==> src/rtl/watch_pkg.sv <==
// Shared constants for the watch timekeeper: field limits, field width,
// flash_mode edit-select encodings and the run/edit state type.
package watch_pkg;

    localparam int SEC_MAX  = 59;
    localparam int MIN_MAX  = 59;
    localparam int HOUR_MAX = 23;
    localparam int FIELD_W  = 6;

    localparam logic [1:0] FM_RUN   = 2'b00;
    localparam logic [1:0] FM_SECS  = 2'b01;
    localparam logic [1:0] FM_MINS  = 2'b10;
    localparam logic [1:0] FM_HOURS = 2'b11;

    typedef enum logic {
        ST_RUN  = 1'b0,
        ST_EDIT = 1'b1
    } watch_state_e;

endpackage

==> src/rtl/wrap_counter.sv <==
// Modulo-(MAX+1) field counter with a clamped parallel load; o_carry marks
// the increment that wraps MAX back to zero so the next field can advance.
module wrap_counter #(
    parameter int MAX   = 59,
    parameter int WIDTH = 6
) (
    input  logic             clk,
    input  logic             rst_n,
    input  logic             i_load,
    input  logic [WIDTH-1:0] i_load_val,
    input  logic             i_inc,
    output logic [WIDTH-1:0] o_value,
    output logic             o_carry
);

    localparam logic [WIDTH-1:0] MAX_V = WIDTH'(MAX);

    logic [WIDTH-1:0] r_value;
    logic             w_at_max;
    logic [WIDTH-1:0] w_load_clamped;

    assign w_at_max       = (r_value == MAX_V);
    assign w_load_clamped = (i_load_val > MAX_V) ? MAX_V : i_load_val;
    // Load has priority, so a wrap never propagates while the field is being edited.
    assign o_carry        = i_inc && w_at_max && !i_load;

    always_ff @(posedge clk or negedge rst_n) begin
        if (!rst_n) begin
            r_value <= '0;
        end else if (i_load) begin
            r_value <= w_load_clamped;
        end else if (i_inc) begin
            r_value <= w_at_max ? '0 : r_value + 1'b1;
        end
    end

    assign o_value = r_value;

endmodule

==> src/rtl/watch_timekeeper.sv <==
// Watch timekeeper: seconds prescaler, hh:mm:ss counters with edit loading
// and optional edit-field blink (enabled by defining WATCH_BLINK_EN).
module watch_timekeeper
    import watch_pkg::*;
#(
    parameter int TICK_DIV  = 50_000_000,
    parameter int BLINK_DIV = 12_500_000
) (
    input  logic               clk,
    input  logic               rst_n,
    input  logic [1:0]         flash_mode,
    input  logic [FIELD_W-1:0] secs_mode,
    input  logic [FIELD_W-1:0] mins_mode,
    input  logic [FIELD_W-1:0] hours_mode,
    output logic [FIELD_W-1:0] secs,
    output logic [FIELD_W-1:0] mins,
    output logic [FIELD_W-1:0] hours,
    output logic               sec_tick,
    output logic               blank_secs,
    output logic               blank_mins,
    output logic               blank_hours,
    output watch_state_e       dbg_state
);

    localparam int PW = (TICK_DIV > 1) ? $clog2(TICK_DIV) : 1;

    watch_state_e r_state;
    watch_state_e w_next_state;
    logic [PW-1:0] r_presc;
    logic          r_sec_tick;
    logic          w_edit;
    logic          w_tick;
    logic          w_secs_carry;
    logic          w_mins_carry;
    logic          w_hours_carry_unused;

    always_comb begin
        w_next_state = ST_RUN;
        if (flash_mode != FM_RUN) begin
            w_next_state = ST_EDIT;
        end
    end

    always_ff @(posedge clk or negedge rst_n) begin
        if (!rst_n) begin
            r_state <= ST_RUN;
        end else begin
            r_state <= w_next_state;
        end
    end

    // Behaviour on each edge follows the incoming mode, so an edit request
    // arriving on the terminal prescaler count suppresses that tick.
    assign w_edit = (w_next_state == ST_EDIT);
    assign w_tick = !w_edit && (r_presc == PW'(TICK_DIV - 1));

    always_ff @(posedge clk or negedge rst_n) begin
        if (!rst_n) begin
            r_presc    <= '0;
            r_sec_tick <= 1'b0;
        end else begin
            r_presc    <= (w_edit || w_tick) ? '0 : r_presc + 1'b1;
            r_sec_tick <= w_tick;
        end
    end

    wrap_counter #(.MAX(SEC_MAX), .WIDTH(FIELD_W)) u_secs (
        .clk        (clk),
        .rst_n      (rst_n),
        .i_load     (w_edit && (flash_mode == FM_SECS)),
        .i_load_val (secs_mode),
        .i_inc      (w_tick),
        .o_value    (secs),
        .o_carry    (w_secs_carry)
    );

    wrap_counter #(.MAX(MIN_MAX), .WIDTH(FIELD_W)) u_mins (
        .clk        (clk),
        .rst_n      (rst_n),
        .i_load     (w_edit && (flash_mode == FM_MINS)),
        .i_load_val (mins_mode),
        .i_inc      (w_secs_carry),
        .o_value    (mins),
        .o_carry    (w_mins_carry)
    );

    wrap_counter #(.MAX(HOUR_MAX), .WIDTH(FIELD_W)) u_hours (
        .clk        (clk),
        .rst_n      (rst_n),
        .i_load     (w_edit && (flash_mode == FM_HOURS)),
        .i_load_val (hours_mode),
        .i_inc      (w_mins_carry),
        .o_value    (hours),
        .o_carry    (w_hours_carry_unused)
    );

    assign sec_tick  = r_sec_tick;
    assign dbg_state = r_state;

`ifdef WATCH_BLINK_EN
    localparam int BW = (BLINK_DIV > 1) ? $clog2(BLINK_DIV) : 1;

    logic [BW-1:0] r_blink_cnt;
    logic [BW-1:0] w_blink_cnt_next;
    logic          r_blink_phase;
    logic          w_blink_phase_next;
    logic          r_blank_secs;
    logic          r_blank_mins;
    logic          r_blank_hours;

    // The first edit cycle starts from count 0 / phase 0; the counter only
    // advances once the FSM is already in EDIT.
    always_comb begin
        w_blink_cnt_next   = '0;
        w_blink_phase_next = 1'b0;
        if (w_edit && (r_state == ST_EDIT)) begin
            if (r_blink_cnt == BW'(BLINK_DIV - 1)) begin
                w_blink_cnt_next   = '0;
                w_blink_phase_next = !r_blink_phase;
            end else begin
                w_blink_cnt_next   = r_blink_cnt + 1'b1;
                w_blink_phase_next = r_blink_phase;
            end
        end
    end

    always_ff @(posedge clk or negedge rst_n) begin
        if (!rst_n) begin
            r_blink_cnt   <= '0;
            r_blink_phase <= 1'b0;
            r_blank_secs  <= 1'b0;
            r_blank_mins  <= 1'b0;
            r_blank_hours <= 1'b0;
        end else begin
            r_blink_cnt   <= w_blink_cnt_next;
            r_blink_phase <= w_blink_phase_next;
            r_blank_secs  <= w_blink_phase_next && (flash_mode == FM_SECS);
            r_blank_mins  <= w_blink_phase_next && (flash_mode == FM_MINS);
            r_blank_hours <= w_blink_phase_next && (flash_mode == FM_HOURS);
        end
    end

    assign blank_secs  = r_blank_secs;
    assign blank_mins  = r_blank_mins;
    assign blank_hours = r_blank_hours;
`else
    assign blank_secs  = 1'b0;
    assign blank_mins  = 1'b0;
    assign blank_hours = 1'b0;
`endif

endmodule
==> config.mk <==
export PLATFORM = sky130hd
export DESIGN_NAME = watch_timekeeper
export DESIGN_NICKNAME = d
export VERILOG_FILES = /design/src/rtl/watch_pkg.sv /design/src/rtl/wrap_counter.sv /design/src/rtl/watch_timekeeper.sv
export SDC_FILE = /design/constraint.sdc
export NUM_CORES = 1
export LEC_CHECK = 0
export ABC_AREA = 0
export CAP_MARGIN = 20
export CORE_MARGIN = 1
export CORE_UTILIZATION = 45
export DETAILED_ROUTE_END_ITERATION = 6
export PLACE_DENSITY_LB_ADDON = 0.05
export SLEW_MARGIN = 20
export SYNTH_ARGS = -nofsm -noshare
export SYNTH_HDL_FRONTEND = slang
export SYNTH_HIERARCHICAL = 1
export SYNTH_SLANG_ARGS = --single-unit
==> constraint.sdc <==
create_clock -name clk -period 8.8 [get_ports clk]
set_clock_uncertainty 0.15 [all_clocks]
set_input_delay 1.76 -clock clk [delete_from_list [all_inputs] [get_ports clk]]
set_output_delay 1.76 -clock clk [all_outputs]
set_load 0.03 [all_outputs]
# Word-level counts from Yosys, hierarchy flattened
# Cells that the tools add are included.
dict set report classes {
  addsub 4
  n_mul 0
  div 0
  n_lt_le_gt_ge 3
  eq_ne 7
  shift 0
  mux 14
  bitwise_logic 0
  n_reduce_logical 16
}
# operator n
set ops {}
lappend ops {{two-way mux 6 bit} 12}
lappend ops {{adder 26 x 1 -> 26 bit, second input constant} 1}
lappend ops {{equality test 26 bit, second input constant} 1}
lappend ops {{two-way mux 26 bit} 1}
lappend ops {{adder 6 x 1 -> 6 bit, second input constant} 3}
lappend ops {{equality test 6 bit, second input constant} 2}
lappend ops {{greater-than comparator 6 bit, second input constant} 2}
lappend ops {{logical AND 1 bit} 8}
lappend ops {{nonzero test 2 bit} 4}
lappend ops {{equality test 6 x 5 -> 1 bit, second input constant} 1}
lappend ops {{greater-than comparator 6 x 5 -> 1 bit, second input constant} 1}
lappend ops {{equality test 2 bit, second input constant} 2}
lappend ops {{zero test 1 bit} 3}
lappend ops {{equality test 2 x 1 -> 1 bit, second input constant} 1}
lappend ops {{logical OR 1 bit} 1}
lappend ops {{two-way mux 1 bit} 1}
dict set report word_totals {
  ff_bits 46
  latchBits 0
  mem_bits_rw 0
  romBits 0
  output_inout_bits 23
  word_cells 50
  mem_count 0
}

# Depth between registers and ports, before layout
dict set report depth {
  depth_word 10
  depth_mapped 14
}

# Modules after synthesis
# The synthesis kept the hierarchy.
# mod instances cells_each area_each_um2
set modules_own_cells {}
lappend modules_own_cells {watch_timekeeper 1 160 1531.5}
lappend modules_own_cells {{wrap_counter (u_mins ...)} 2 45 399.1}
lappend modules_own_cells {{wrap_counter (u_hours)} 1 42 406.6}

# Worst setup path before layout
# No wires, ideal clock.
dict set report synth_timing {
  path_kind {input -> register}
  start {in flash_mode[1]}
  end {reg u_hours.r_value[5], in the netlist u_hours/o_value[5]}
  setup_ps 78
  t_arrival_ps 4047
  slack_ps 4525
  cell_stages 13
  path_cell_list {nor2_1 inv_1 nor4_1 buf_2 inv_1 nor4_1 buf_2 inv_1 nor4_1 buf_4 nand3_1 or3_1 a21oi_1}
}
dict set report synth_between {
  elab_chain_cells 9
}
# element line_no
set synth_lines {}
lappend synth_lines {{start, declared} watch_timekeeper.sv:11} ;# input logic [1:0] flash_mode,
lappend synth_lines {{nonzero test 2 bit} watch_timekeeper.sv:39} ;# if (flash_mode != FM_RUN) begin
lappend synth_lines {{two-way mux 1 bit} watch_timekeeper.sv:39}
lappend synth_lines {{via w_edit} watch_timekeeper.sv:31} ;# logic w_edit;
lappend synth_lines {{zero test 1 bit} watch_timekeeper.sv:55} ;# assign w_tick = !w_edit && (r_presc == PW'(TICK_DIV - 1));
lappend synth_lines {{logical AND 1 bit} watch_timekeeper.sv:55}
lappend synth_lines {{via w_tick} watch_timekeeper.sv:32} ;# logic w_tick;
lappend synth_lines {{logical AND 1 bit (2 in a row)} wrap_counter.sv:25} ;# assign o_carry = i_inc && w_at_max && !i_load;
lappend synth_lines {{via w_secs_carry} watch_timekeeper.sv:33} ;# logic w_secs_carry;
lappend synth_lines {{logical AND 1 bit (2 in a row)} wrap_counter.sv:25}
lappend synth_lines {{via w_mins_carry} watch_timekeeper.sv:34} ;# logic w_mins_carry;
lappend synth_lines {{nonzero test 2 bit (no source line)} n/a}
lappend synth_lines {{end signal, assigned} wrap_counter.sv:31} ;# r_value <= w_load_clamped;
lappend synth_lines {{end signal, assigned} wrap_counter.sv:33} ;# r_value <= w_at_max ? '0 : r_value + 1'b1;
lappend synth_lines {{end, declared} wrap_counter.sv:18} ;# logic [WIDTH-1:0] r_value;
# The timed path passes the listed nets, and every way through them passes these cells.
# A chain may end at the register's enable or synchronous reset.

# Worst setup path in the final report
# Ends and elaborated chain as after synthesis.

==> impl_metrics.ini <==
[timing]
fmax_ghz = 0.201
fin_crit_sh = 0.564
period_minus_slack_ns = 4.97
hold_ws_ns = 0.425
tns_ns = 0
hold_violations = 0
grt_setup_unrepaired = no
worstMarginPinSlew_ns = 1.03
max_slew_margin = 0.312
slew_viol_final = 0
setup_viol = 0

[pwr]
power_uw = 494
cellLeakagePower_uw = 0.00121
peakVddDrop_mv = 0.101
powerDensity_nw_per_um2 = 151

[worst_setup_path]
start_kind = primary input
end_kind = register
critical_path_required_ns = 8.87
arrival_ns = 5.04
path_max_fanout = 10
reg2reg_slack_ns = 4.90
path_class = in2reg

[global_routing]
grt_overflow = 0
grt_max_degree = 47
top_usage_layer = met2
grt.met1_usage = 0.269
antenna_found_initial = 0
use_met2 = 0.358
grt_pass1_vias = 2342
track_usage = 0.210
grt_use_met3 = 0.0400
grt_pass1_wl_um = 10600

[clocking]
clk-insertion-delay-late_ns = 0.29
postCtsSetupRepairBufs = 0
postCtsHoldBufs = 0
cts_sinks = 46
cts_buffers = 5
htreeDepth = 2
clock_path_buffers = 2
cts_tree = yes
cts-root-buf = clkbuf_8
clk_pin_slew_ns = 0.09
cts_resized = 0

[finish]
antennaDiodeCount = 0
synthToLayoutAreaGrowth_pct = 19.7
final_cell_mix = dfrtp_1 (46), clkdlybuf4s50_1 (40), nand3_1 (23)
multiInputGateArea_sq_um = 1440
layout.nets = 355
drive_above_1_share = 0.0729
final_common_cell = dfrtp_1
ff_latch_area_sq_um = 1150
fillers = 500
final_util = 0.575

[yosys]
yosysWarnings = 6
synth.avg_cell_area_sq_um = 9.40
postSynthCellCount = 290
synth_area_sq_um = 2730

[place]
dp_hpwl_um = 4420
place_congestion = 0.808
port_buffers = 41

[floorplanning]
start_util = 0.480
ios = 45
dieArea_sq_um = 6370
die_y_um = 79.8
fp-row-count = 27
coreArea_sq_um = 5680
die_w_um = 79.8

[routing]
first_iter_violations = 73
route.detailed.vias_per_inst = 5.86
antenna_left = 0
drc = 0
dr.pass1.iters = 4
num_vias = 2348
wl_um = 6090
wl_per_cell_um = 15.2

[run]
drv_cap = 0

[outcome]
status = complete, no violations

[min_path]
min_path_type = reg2reg
## state kept, by name, summed over array words and instances (netlist names)
name and count:
dbg_state 1, r_presc 26, sec_tick 1, u_hours/o_value 6
u_mins/o_value 6, u_secs/o_value 6
## worst paths after layout
check                         startpoint                  to  depth (start not counted)
hold / removal               r_presc[25]         r_presc[25]                          2
hold reg to reg              r_presc[25]         r_presc[25]                          2
setup / recovery           flash_mode[1]  u_hours/o_value[5]                         13
min in group asynchronous          rst_n  u_hours/o_value[4]                          1
setup reg to reg              r_presc[7]  u_hours/o_value[5]                         12
max in group asynchronous          rst_n         r_presc[13]                          1
## stage by stage
stage / setup WS (ns) / instances / cell area (sq um)
floorplan: 4.53 / 292 / 2730
global placement: 3.27 / 393 / 3150
detailed placement: 3.55 / 393 / 3160
CTS: 3.85 / 401 / 3260
global route: 3.50 / 401 / 3260
finish: 3.83 / 401 / 3260
## final cells by class
class,instances,share of cell area
clock buffers,7,0.0234
clock inverters,1,0.00920
inverters,15,0.0172
multi-input cells,217,0.440
flip-flops and latches,46,0.353
well taps,72,0.0276
repair buffers,43,0.130
## critical path, cell delays in order
cell             delay [ns]
clkdlybuf4s50_1        0.45
nor2_1                 0.28
inv_1                  0.13
nor4_1                 0.29
buf_4                  0.21
inv_1                  0.06
nor4_1                 0.26
buf_4                  0.20
inv_1                  0.07
nor4_2                 0.69
nand3_1                0.16
or3_1                  0.33
a21oi_1                0.15
## metal layers
| metal | up-vias | routed length [um] |
|---|---|---|
| met2 | 53 | 2900 |
| met5 | - | 0 |
| met4 | 0 | 51 |
| met1 | 1129 | 2810 |
| li1 | 1161 | - |
| met3 | 5 | 329 |
## power breakdown
group | switching [uW] | internal, uW
registers | 18.3 | 221
clock network | 68.3 | 85.0
logic | 55.9 | 45.0
Power figures use the tool's default switching activity.
